[src/rtl/sample_table_loader_if.sv]
// Purpose: groups the load stream, status and read-port signals of sample_table_loader.
// Latency: none, wiring only.
// Backpressure: wr_ready (driven by the loader) qualifies every wr_valid beat.
//
// master: the side that streams words in and reads the table back.
// slave : the loader itself.
interface sample_table_loader_if #(
    parameter int DATA_WIDTH = 32,
    parameter int ADDR_WIDTH = 6
);
    // load side
    logic                  start;
    logic [DATA_WIDTH-1:0] wr_data;
    logic                  wr_valid;
    logic                  wr_ready;
    logic [ADDR_WIDTH:0]   wr_count;
    logic                  busy;
    logic                  loaded;
    // read side, same shape as the fixed sample ROM
    logic [ADDR_WIDTH-1:0] address;
    logic                  en;
    logic [DATA_WIDTH-1:0] data;
    logic                  data_valid;

    modport master (
        output start, wr_data, wr_valid, address, en,
        input  wr_ready, wr_count, busy, loaded, data, data_valid
    );

    modport slave (
        input  start, wr_data, wr_valid, address, en,
        output wr_ready, wr_count, busy, loaded, data, data_valid
    );
endinterface

[src/rtl/sample_table_loader.sv]
// Purpose: run-time loadable 64-entry sample table, drop-in for the fixed sine ROM read port.
// Latency: read data registered one cycle after en; a load takes 64 accepted beats after LOAD entry.
// Backpressure: wr_ready is high for the whole LOAD state, so beats are accepted one per cycle.
//
// Ports: clk, rst_n (async active-low) plus bus (slave modport):
//   start/wr_data/wr_valid/wr_ready  word stream that fills the table from address 0
//   wr_count/busy/loaded             load progress and status
//   address/en/data/data_valid       ROM-compatible read port, read-first on collision
module sample_table_loader #(
    parameter int DATA_WIDTH = 32,
    parameter int ADDR_WIDTH = 6
) (
    input  logic                 clk,
    input  logic                 rst_n,
    sample_table_loader_if.slave bus
);
    localparam int DEPTH = 2 ** ADDR_WIDTH;

    typedef enum logic [1:0] {
        IDLE = 2'd0,
        LOAD = 2'd1,
        DONE = 2'd2
    } state_t;

    state_t                state_q;
    state_t                state_d;
    logic [ADDR_WIDTH-1:0] wr_ptr_q;
    logic [ADDR_WIDTH:0]   wr_count_q;
    logic [DATA_WIDTH-1:0] data_q;
    logic                  data_valid_q;
    logic                  beat;
    logic                  last_beat;
    logic                  load_entry;

    logic [DATA_WIDTH-1:0] mem [DEPTH];

    // next-state logic; load_entry marks the edge that moves us into LOAD
    always_comb begin
        state_d    = state_q;
        load_entry = 1'b0;
        beat       = (state_q == LOAD) && bus.wr_valid;
        last_beat  = beat && (wr_ptr_q == {ADDR_WIDTH{1'b1}});
        case (state_q)
            IDLE, DONE: begin
                if (bus.start) begin
                    state_d    = LOAD;
                    load_entry = 1'b1;
                end
            end
            LOAD: begin
                // start is deliberately not looked at here: no restart mid-load
                if (last_beat) begin
                    state_d = DONE;
                end
            end
            default: state_d = IDLE;
        endcase
    end

    always_ff @(posedge clk or negedge rst_n) begin
        if (!rst_n) begin
            state_q <= IDLE;
        end else begin
            state_q <= state_d;
        end
    end

    // pointer and count are cleared on the edge into LOAD so the first LOAD
    // cycle already writes address 0 and reports a count of 0
    always_ff @(posedge clk or negedge rst_n) begin
        if (!rst_n) begin
            wr_ptr_q   <= '0;
            wr_count_q <= '0;
        end else if (load_entry) begin
            wr_ptr_q   <= '0;
            wr_count_q <= '0;
        end else if (beat) begin
            wr_ptr_q   <= wr_ptr_q + ADDR_WIDTH'(1);
            wr_count_q <= wr_count_q + (ADDR_WIDTH + 1)'(1);
        end
    end

    // table storage is not reset so it maps onto block RAM
    always_ff @(posedge clk) begin
        if (beat) begin
            mem[wr_ptr_q] <= bus.wr_data;
        end
    end

    // registered read; a same-cycle write to the same address lands after
    // this sample, so the old word is returned
    always_ff @(posedge clk or negedge rst_n) begin
        if (!rst_n) begin
            data_q       <= '0;
            data_valid_q <= 1'b0;
        end else begin
            data_valid_q <= bus.en;
            if (bus.en) begin
                data_q <= mem[bus.address];
            end
        end
    end

    assign bus.wr_ready   = (state_q == LOAD);
    assign bus.busy       = (state_q == LOAD);
    assign bus.loaded     = (state_q == DONE);
    assign bus.wr_count   = wr_count_q;
    assign bus.data       = data_q;
    assign bus.data_valid = data_valid_q;
endmodule

[src/flat_wrapper.sv]
// flat-port wrapper written by rule: the top's interface ports become plain ports
module sample_table_loader_flat 
#(
    parameter int DATA_WIDTH = 32,
    parameter int ADDR_WIDTH = 6
)
  (clk, rst_n, bus_start, bus_wr_data, bus_wr_valid, bus_address, bus_en, bus_wr_ready, bus_wr_count, bus_busy, bus_loaded, bus_data, bus_data_valid);
  sample_table_loader_if #(.DATA_WIDTH(DATA_WIDTH), .ADDR_WIDTH(ADDR_WIDTH)) bus_i ();
  input  logic clk;
  input  logic rst_n;
  input wire logic [$bits(bus_i.start)-1:0] bus_start;
  input wire logic [$bits(bus_i.wr_data)-1:0] bus_wr_data;
  input wire logic [$bits(bus_i.wr_valid)-1:0] bus_wr_valid;
  input wire logic [$bits(bus_i.address)-1:0] bus_address;
  input wire logic [$bits(bus_i.en)-1:0] bus_en;
  output wire logic [$bits(bus_i.wr_ready)-1:0] bus_wr_ready;
  output wire logic [$bits(bus_i.wr_count)-1:0] bus_wr_count;
  output wire logic [$bits(bus_i.busy)-1:0] bus_busy;
  output wire logic [$bits(bus_i.loaded)-1:0] bus_loaded;
  output wire logic [$bits(bus_i.data)-1:0] bus_data;
  output wire logic [$bits(bus_i.data_valid)-1:0] bus_data_valid;
  assign bus_i.start = bus_start;
  assign bus_i.wr_data = bus_wr_data;
  assign bus_i.wr_valid = bus_wr_valid;
  assign bus_i.address = bus_address;
  assign bus_i.en = bus_en;
  assign bus_wr_ready = bus_i.wr_ready;
  assign bus_wr_count = bus_i.wr_count;
  assign bus_busy = bus_i.busy;
  assign bus_loaded = bus_i.loaded;
  assign bus_data = bus_i.data;
  assign bus_data_valid = bus_i.data_valid;
  sample_table_loader #(.DATA_WIDTH(DATA_WIDTH), .ADDR_WIDTH(ADDR_WIDTH)) u_core (.clk(clk), .rst_n(rst_n), .bus(bus_i));
endmodule
[config.mk]
export PLATFORM = sky130hd
export DESIGN_NAME = sample_table_loader_flat
export DESIGN_NICKNAME = d
export VERILOG_FILES = /design/src/rtl/sample_table_loader_if.sv /design/src/rtl/sample_table_loader.sv /design/src/flat_wrapper.sv
export SDC_FILE = /design/constraint.sdc
export NUM_CORES = 2
export LEC_CHECK = 0
export CELL_PAD_IN_SITES_DETAIL_PLACEMENT = 0
export CELL_PAD_IN_SITES_GLOBAL_PLACEMENT = 1
export CORE_MARGIN = 5
export CORE_UTILIZATION = 40
export DETAILED_ROUTE_END_ITERATION = 8
export GPL_ROUTABILITY_DRIVEN = 0
export PLACE_DENSITY_LB_ADDON = 0.1
export RECOVER_POWER = 100
export SLEW_MARGIN = 5
export SYNTH_ARGS = -nofsm -noshare
export SYNTH_HDL_FRONTEND = slang
export SYNTH_SLANG_ARGS = --single-unit
[constraint.sdc]
create_clock -name clk -period 2.81 [get_ports clk]
set_input_delay 0.7025 -clock clk [delete_from_list [all_inputs] [get_ports clk]]
set_output_delay 0.7025 -clock clk [all_outputs]
set_load 0.02 [all_outputs]
==> results by stage <==
Synthesis:
- sky130_fd_sc_hd__edfxtp_1 is the most common cell in the netlist.
- The synthesized area divided by synthesized cell count is ~20 um2.
- The commonest register cell after synthesis is sky130_fd_sc_hd__edfxtp_1.
- The number of enable flip-flop cells after synthesis is about 2000.
- The synthesized netlist devotes less than 1% of its cell area to XOR and XNOR gates.
- The synthesized design contains roughly 2100 register bits.
- For this run, the number of Yosys warnings is 0.
- The mux cell area share after synthesis is 13.6%.
- The post-synthesis share of cell area spent on full adders, half adders and majority gates is less than 1%.
- Counting every instance in the synthesized netlist gives 3996.
- The synthesized netlist devotes under 10% of its cell area to compound gates.
- The post-synth net total is 4041.
- After synthesis the cells add up to between 80000 and 90000 um2.
- The cell taking the most area after synthesis is sky130_fd_sc_hd__edfxtp_1.
- By area the synthesized netlist is led by sky130_fd_sc_hd__edfxtp_1, sky130_fd_sc_hd__mux4_2, sky130_fd_sc_hd__mux2i_1.
- The post-synthesis async set-or-reset flop share is around 2.3%.
- After synthesis, the largest family of logic cells by area is multiplexers.
- The post-synthesis share of cell area spent on and, or, nand and nor gates is 2.47%.
- Sequential cells were found to cover 78.0% of the synthesized design area.
- Sorting the synthesized cells by how often they occur yields sky130_fd_sc_hd__edfxtp_1, sky130_fd_sc_hd__mux2i_1, sky130_fd_sc_hd__mux4_2.
- The number of distinct standard cells referenced by the synthesized netlist is 42.
- The share of synthesized area in the top cell type comes to between 70% and 80%.

STA:
- The number of failing hold endpoints at the final stage is 0.
- Across all hold checks on the routed design, the worst slack comes to roughly 430 ps.
- The setup TNS after final layout is -18.0 ps.
- Headroom to the max-slew limit came out at -33.4%.
- Once routing completed, OpenROAD measured the worst setup slack at -18.0 ps.
- The final setup violation count is 1.
- The routed design could run at a clock period as short as around 2800 ps.
- The final-report max-slew violation count is between 700 and 800.
- The fraction of the cycle the final worst path needs is 101%.
- Setup repair after global routing left no endpoint under its margin.
- The slew at the pin closest to its max-slew limit is 2000 ps.
- The worst clock skew on the final layout is 22.8 ps.
- For this run, the top clock speed supported by timing is between 300 and 400 MHz.

Die:
- After floorplanning, the core was sized to cover between 150000 and 200000 um2.
- The number of top-level pins is 86.
- The die is ~460 um wide.
- The floorplan die height is 458 um.
- The site row count is around 160.
- The die covers roughly 210000 um2.
- The initial utilization of the core area, before any placement, comes to about two fifths.

Finish:
- The multi-input combinational cells in the finished layout cover a total of 16400 um2.
- Cells with a size suffix above 1 make up a little under a quarter of the layout.
- The signed area change from the synthesized netlist to the final layout is 18.8%.
- The storage element area is around 63000 um2.
- For this run, the post-layout net count is around 4700.
- The filler cells instantiated in the layout total 16856.
- Cells fill 47.8% of the core in the end.

Power and ir drop:
- The worst ir drop on vdd is roughly 0.60 mV.
- The final total power is ~70 mW.
- Combinational logic is responsible for between 7 and 8% of the overall power.
- The internal cell power is around 54 mW.
- The clock power share is 41.2%.
- For this design the ratio of total power to cell area is 729 nW/um2.
- For this design the total switching power over the nets is between 15 and 20 mW.
- Net switching is ~23% of the power.
- The sequential group share of total power is 51.2%.
- Summed over all cells, the static leakage comes to approximately 32 nW.

Placement:
- The HPWL reported at the end of detailed placement is 155000 um.
- Prior to clock tree synthesis, the placed netlist has a worst setup slack of -721 ps.
- The port buffer count is between 80 and 90.

Global routing:
- The via count of the first global-routing pass is approximately 42000.
- The number of antenna violations at the first check in global routing is 26.
- After global routing the overflow that remains totals 0.
- The largest net degree at the start of global routing is 65.
- Across every metal layer, demand over resource in global routing totals around 22%.
- The global-route wire length before repair is about 330000 um.

Drt:
- The first detailed-routing pass took 6 iterations.
- The violation count after the first detailed-route iteration is around 4200.
- The routed design has approximately 240000 um of wire.
- The detailed-route vias per instance is ~5.6.
- The detailed router placed around 42000 vias in this run.
- After detailed routing, the average wire length per cell comes to ~32 um.
- In this run the remaining antenna-violating nets after routing total 0.
- After detailed routing, the number of remaining DRC violations is 0.

Run status:
- The run finished, with violations left.
- The final reports fail on capacitance limit, slew limit, setup timing.

Clock tree:
- CTS placed an instance of sky130_fd_sc_hd__clkbuf_16 at the clock tree root.
- The CTS tree is done.
- Once the clock tree was built, the setup fixing pass inserted 0 buffers.
- The number of buffers on the longest clock path is 3.
- The H-tree was split into 4 levels.
- Buffers inserted during clock tree synthesis total 218.
- After clock tree synthesis, the clock-pin slew on the worst setup and hold paths is 60 ps.
- CTS saw roughly 2100 sinks.
- The later pin in the worst-skew pair is clocked with a latency of around 840 ps.

Critical path:
- The number of cells on the worst reg-to-reg path is 3.
- The type of the setup path with the least slack is in2reg.
- Along the worst path, the maximum fanout reaches 20.
- The worst register-to-register path ends at u_core.mem[10][20]$_DFFE_PP_.
- Data on the critical path arrives at its endpoint at roughly 3600 ps.
- The startpoint of the lowest-slack register-to-register path is u_core.wr_ptr_q[3]$_DFFE_PN0P_.
- STA classifies the critical path startpoint as an input pin.
- The most critical setup path has its startpoint at bus_address[5].
- The required time at the endpoint of the critical path is 3530 ps.
- The reg-to-reg setup timing slack is ~130 ps.
- The type of element capturing the critical path is a flip-flop.
- The capture point of the worst path is u_core.bus.data[10]$_DFFE_PN0P_.

Hold path:
- The tightest min-delay check is of the in2reg type.

Run:
- The number of max-cap violations is 16.
final cells by class:
type	instances	share of cell area, %
Clock buffer	262	5.94
Clock inverter	145	1.52
Inverter	1	0.00393
Tap cell	2656	3.48
Sequential cell	2096	65.7
Multi-Input combinational cell	1664	17.2
Antenna cell	12	0.0315
Timing Repair Buffer	628	6.10
metal layers:
layer / vias to the layer above / routed length, um / global-route usage, %
met3: 258 / 13100 / 3.01
met5: - / 0 / 0
li1: 17776 / - / -
met4: 0 / 5690 / 5.09
met1: 22678 / 106000 / 32.6
met2: 1257 / 113000 / 36.5
worst min-delay path by stage:
stage	start	endpoint	slack, ps	depth (start not counted)
after floorplan	rst_n	u_core.bus.data[0]$_DFFE_PN0P_	410	0
after global placement	u_core.bus.wr_count[6]$_DFFE_PN0P_	u_core.bus.wr_count[6]$_DFFE_PN0P_	540	2
after detailed placement	u_core.bus.wr_count[6]$_DFFE_PN0P_	u_core.bus.wr_count[6]$_DFFE_PN0P_	540	2
after CTS	bus_wr_data[4]	u_core.mem[28][4]$_DFFE_PP_	200	1
after global routing	bus_wr_data[26]	u_core.mem[24][26]$_DFFE_PP_	400	1
final	bus_wr_data[26]	u_core.mem[28][26]$_DFFE_PP_	430	1
cell usage in the layout, fill, tap and decap left out, types with 32 or more instances in the layout:
cell type	instances
sky130_fd_sc_hd__nand4_1	32
sky130_fd_sc_hd__nor2_1	135
sky130_fd_sc_hd__clkbuf_4	40
sky130_fd_sc_hd__mux4_2	256
sky130_fd_sc_hd__dfrtp_1	42
sky130_fd_sc_hd__a221o_1	32
sky130_fd_sc_hd__buf_12	120
sky130_fd_sc_hd__clkinv_2	41
sky130_fd_sc_hd__mux2i_1	512
sky130_fd_sc_hd__nand2b_1	34
sky130_fd_sc_hd__buf_4	238
sky130_fd_sc_hd__nand2_1	115
sky130_fd_sc_hd__a221oi_1	32
sky130_fd_sc_hd__a21oi_1	33
sky130_fd_sc_hd__clkinv_1	56
sky130_fd_sc_hd__clkbuf_2	70
sky130_fd_sc_hd__nor3_1	32
sky130_fd_sc_hd__edfxtp_1	2048
sky130_fd_sc_hd__nand3_1	41
sky130_fd_sc_hd__o221ai_1	32
sky130_fd_sc_hd__clkbuf_16	219
sky130_fd_sc_hd__o22ai_1	64
sky130_fd_sc_hd__a22oi_1	224
sky130_fd_sc_hd__clkbuf_1	124
sky130_fd_sc_hd__o21ai_0	34
state kept, by name, summed over array words and instances, names as in the netlist:
signal and cells:
u_core.state_q 2, u_core.bus.data_valid 1, u_core.bus.data 32, u_core.wr_ptr_q 6, u_core.mem 2048, u_core.bus.wr_count 7
power groups by stage:
stage	logic, mW	clock network, mW	registers [mW]
2_1_floorplan	2.30	0	36.2
5_1_grt	5.59	30.7	35.6
4_1_cts	5.85	29.3	35.6
3_5_place_dp	5.86	0	36.2
6_report	5.29	28.7	35.6
3_3_place_gp	5.83	0	36.2
stage by stage:
step | instance area (um2) | std cells
after CTS | 97700 | 7452
after global placement | 90500 | 7044
after global routing | 95400 | 7453
after floorplan | 80400 | 3996
final | 95500 | 7464
after detailed placement | 90500 | 7044
cell families after synthesis:
family	count (synthesis)
fa+ha+maj	2
compound gates	452
xor+xnor	10
mux	768
flops	2096
buf+inv	236
simple gates	432
worst max-delay path, stage by stage:
cell and delay, ps:
sky130_fd_sc_hd__dlygate4sd3_1 750, sky130_fd_sc_hd__buf_4 220, sky130_fd_sc_hd__or4b_2 160, sky130_fd_sc_hd__clkbuf_2 610
sky130_fd_sc_hd__nor2_1 110, sky130_fd_sc_hd__nor3_1 280, sky130_fd_sc_hd__nand4_1 270, sky130_fd_sc_hd__a221o_1 410
what timing repair did:
item	CTS	global route
gates resized for setup	23	0
hold endpoints to repair	15	0
endpoints found under the setup margin	17	0
hold buffers	1	0
(Power assumes the default switching activity.)
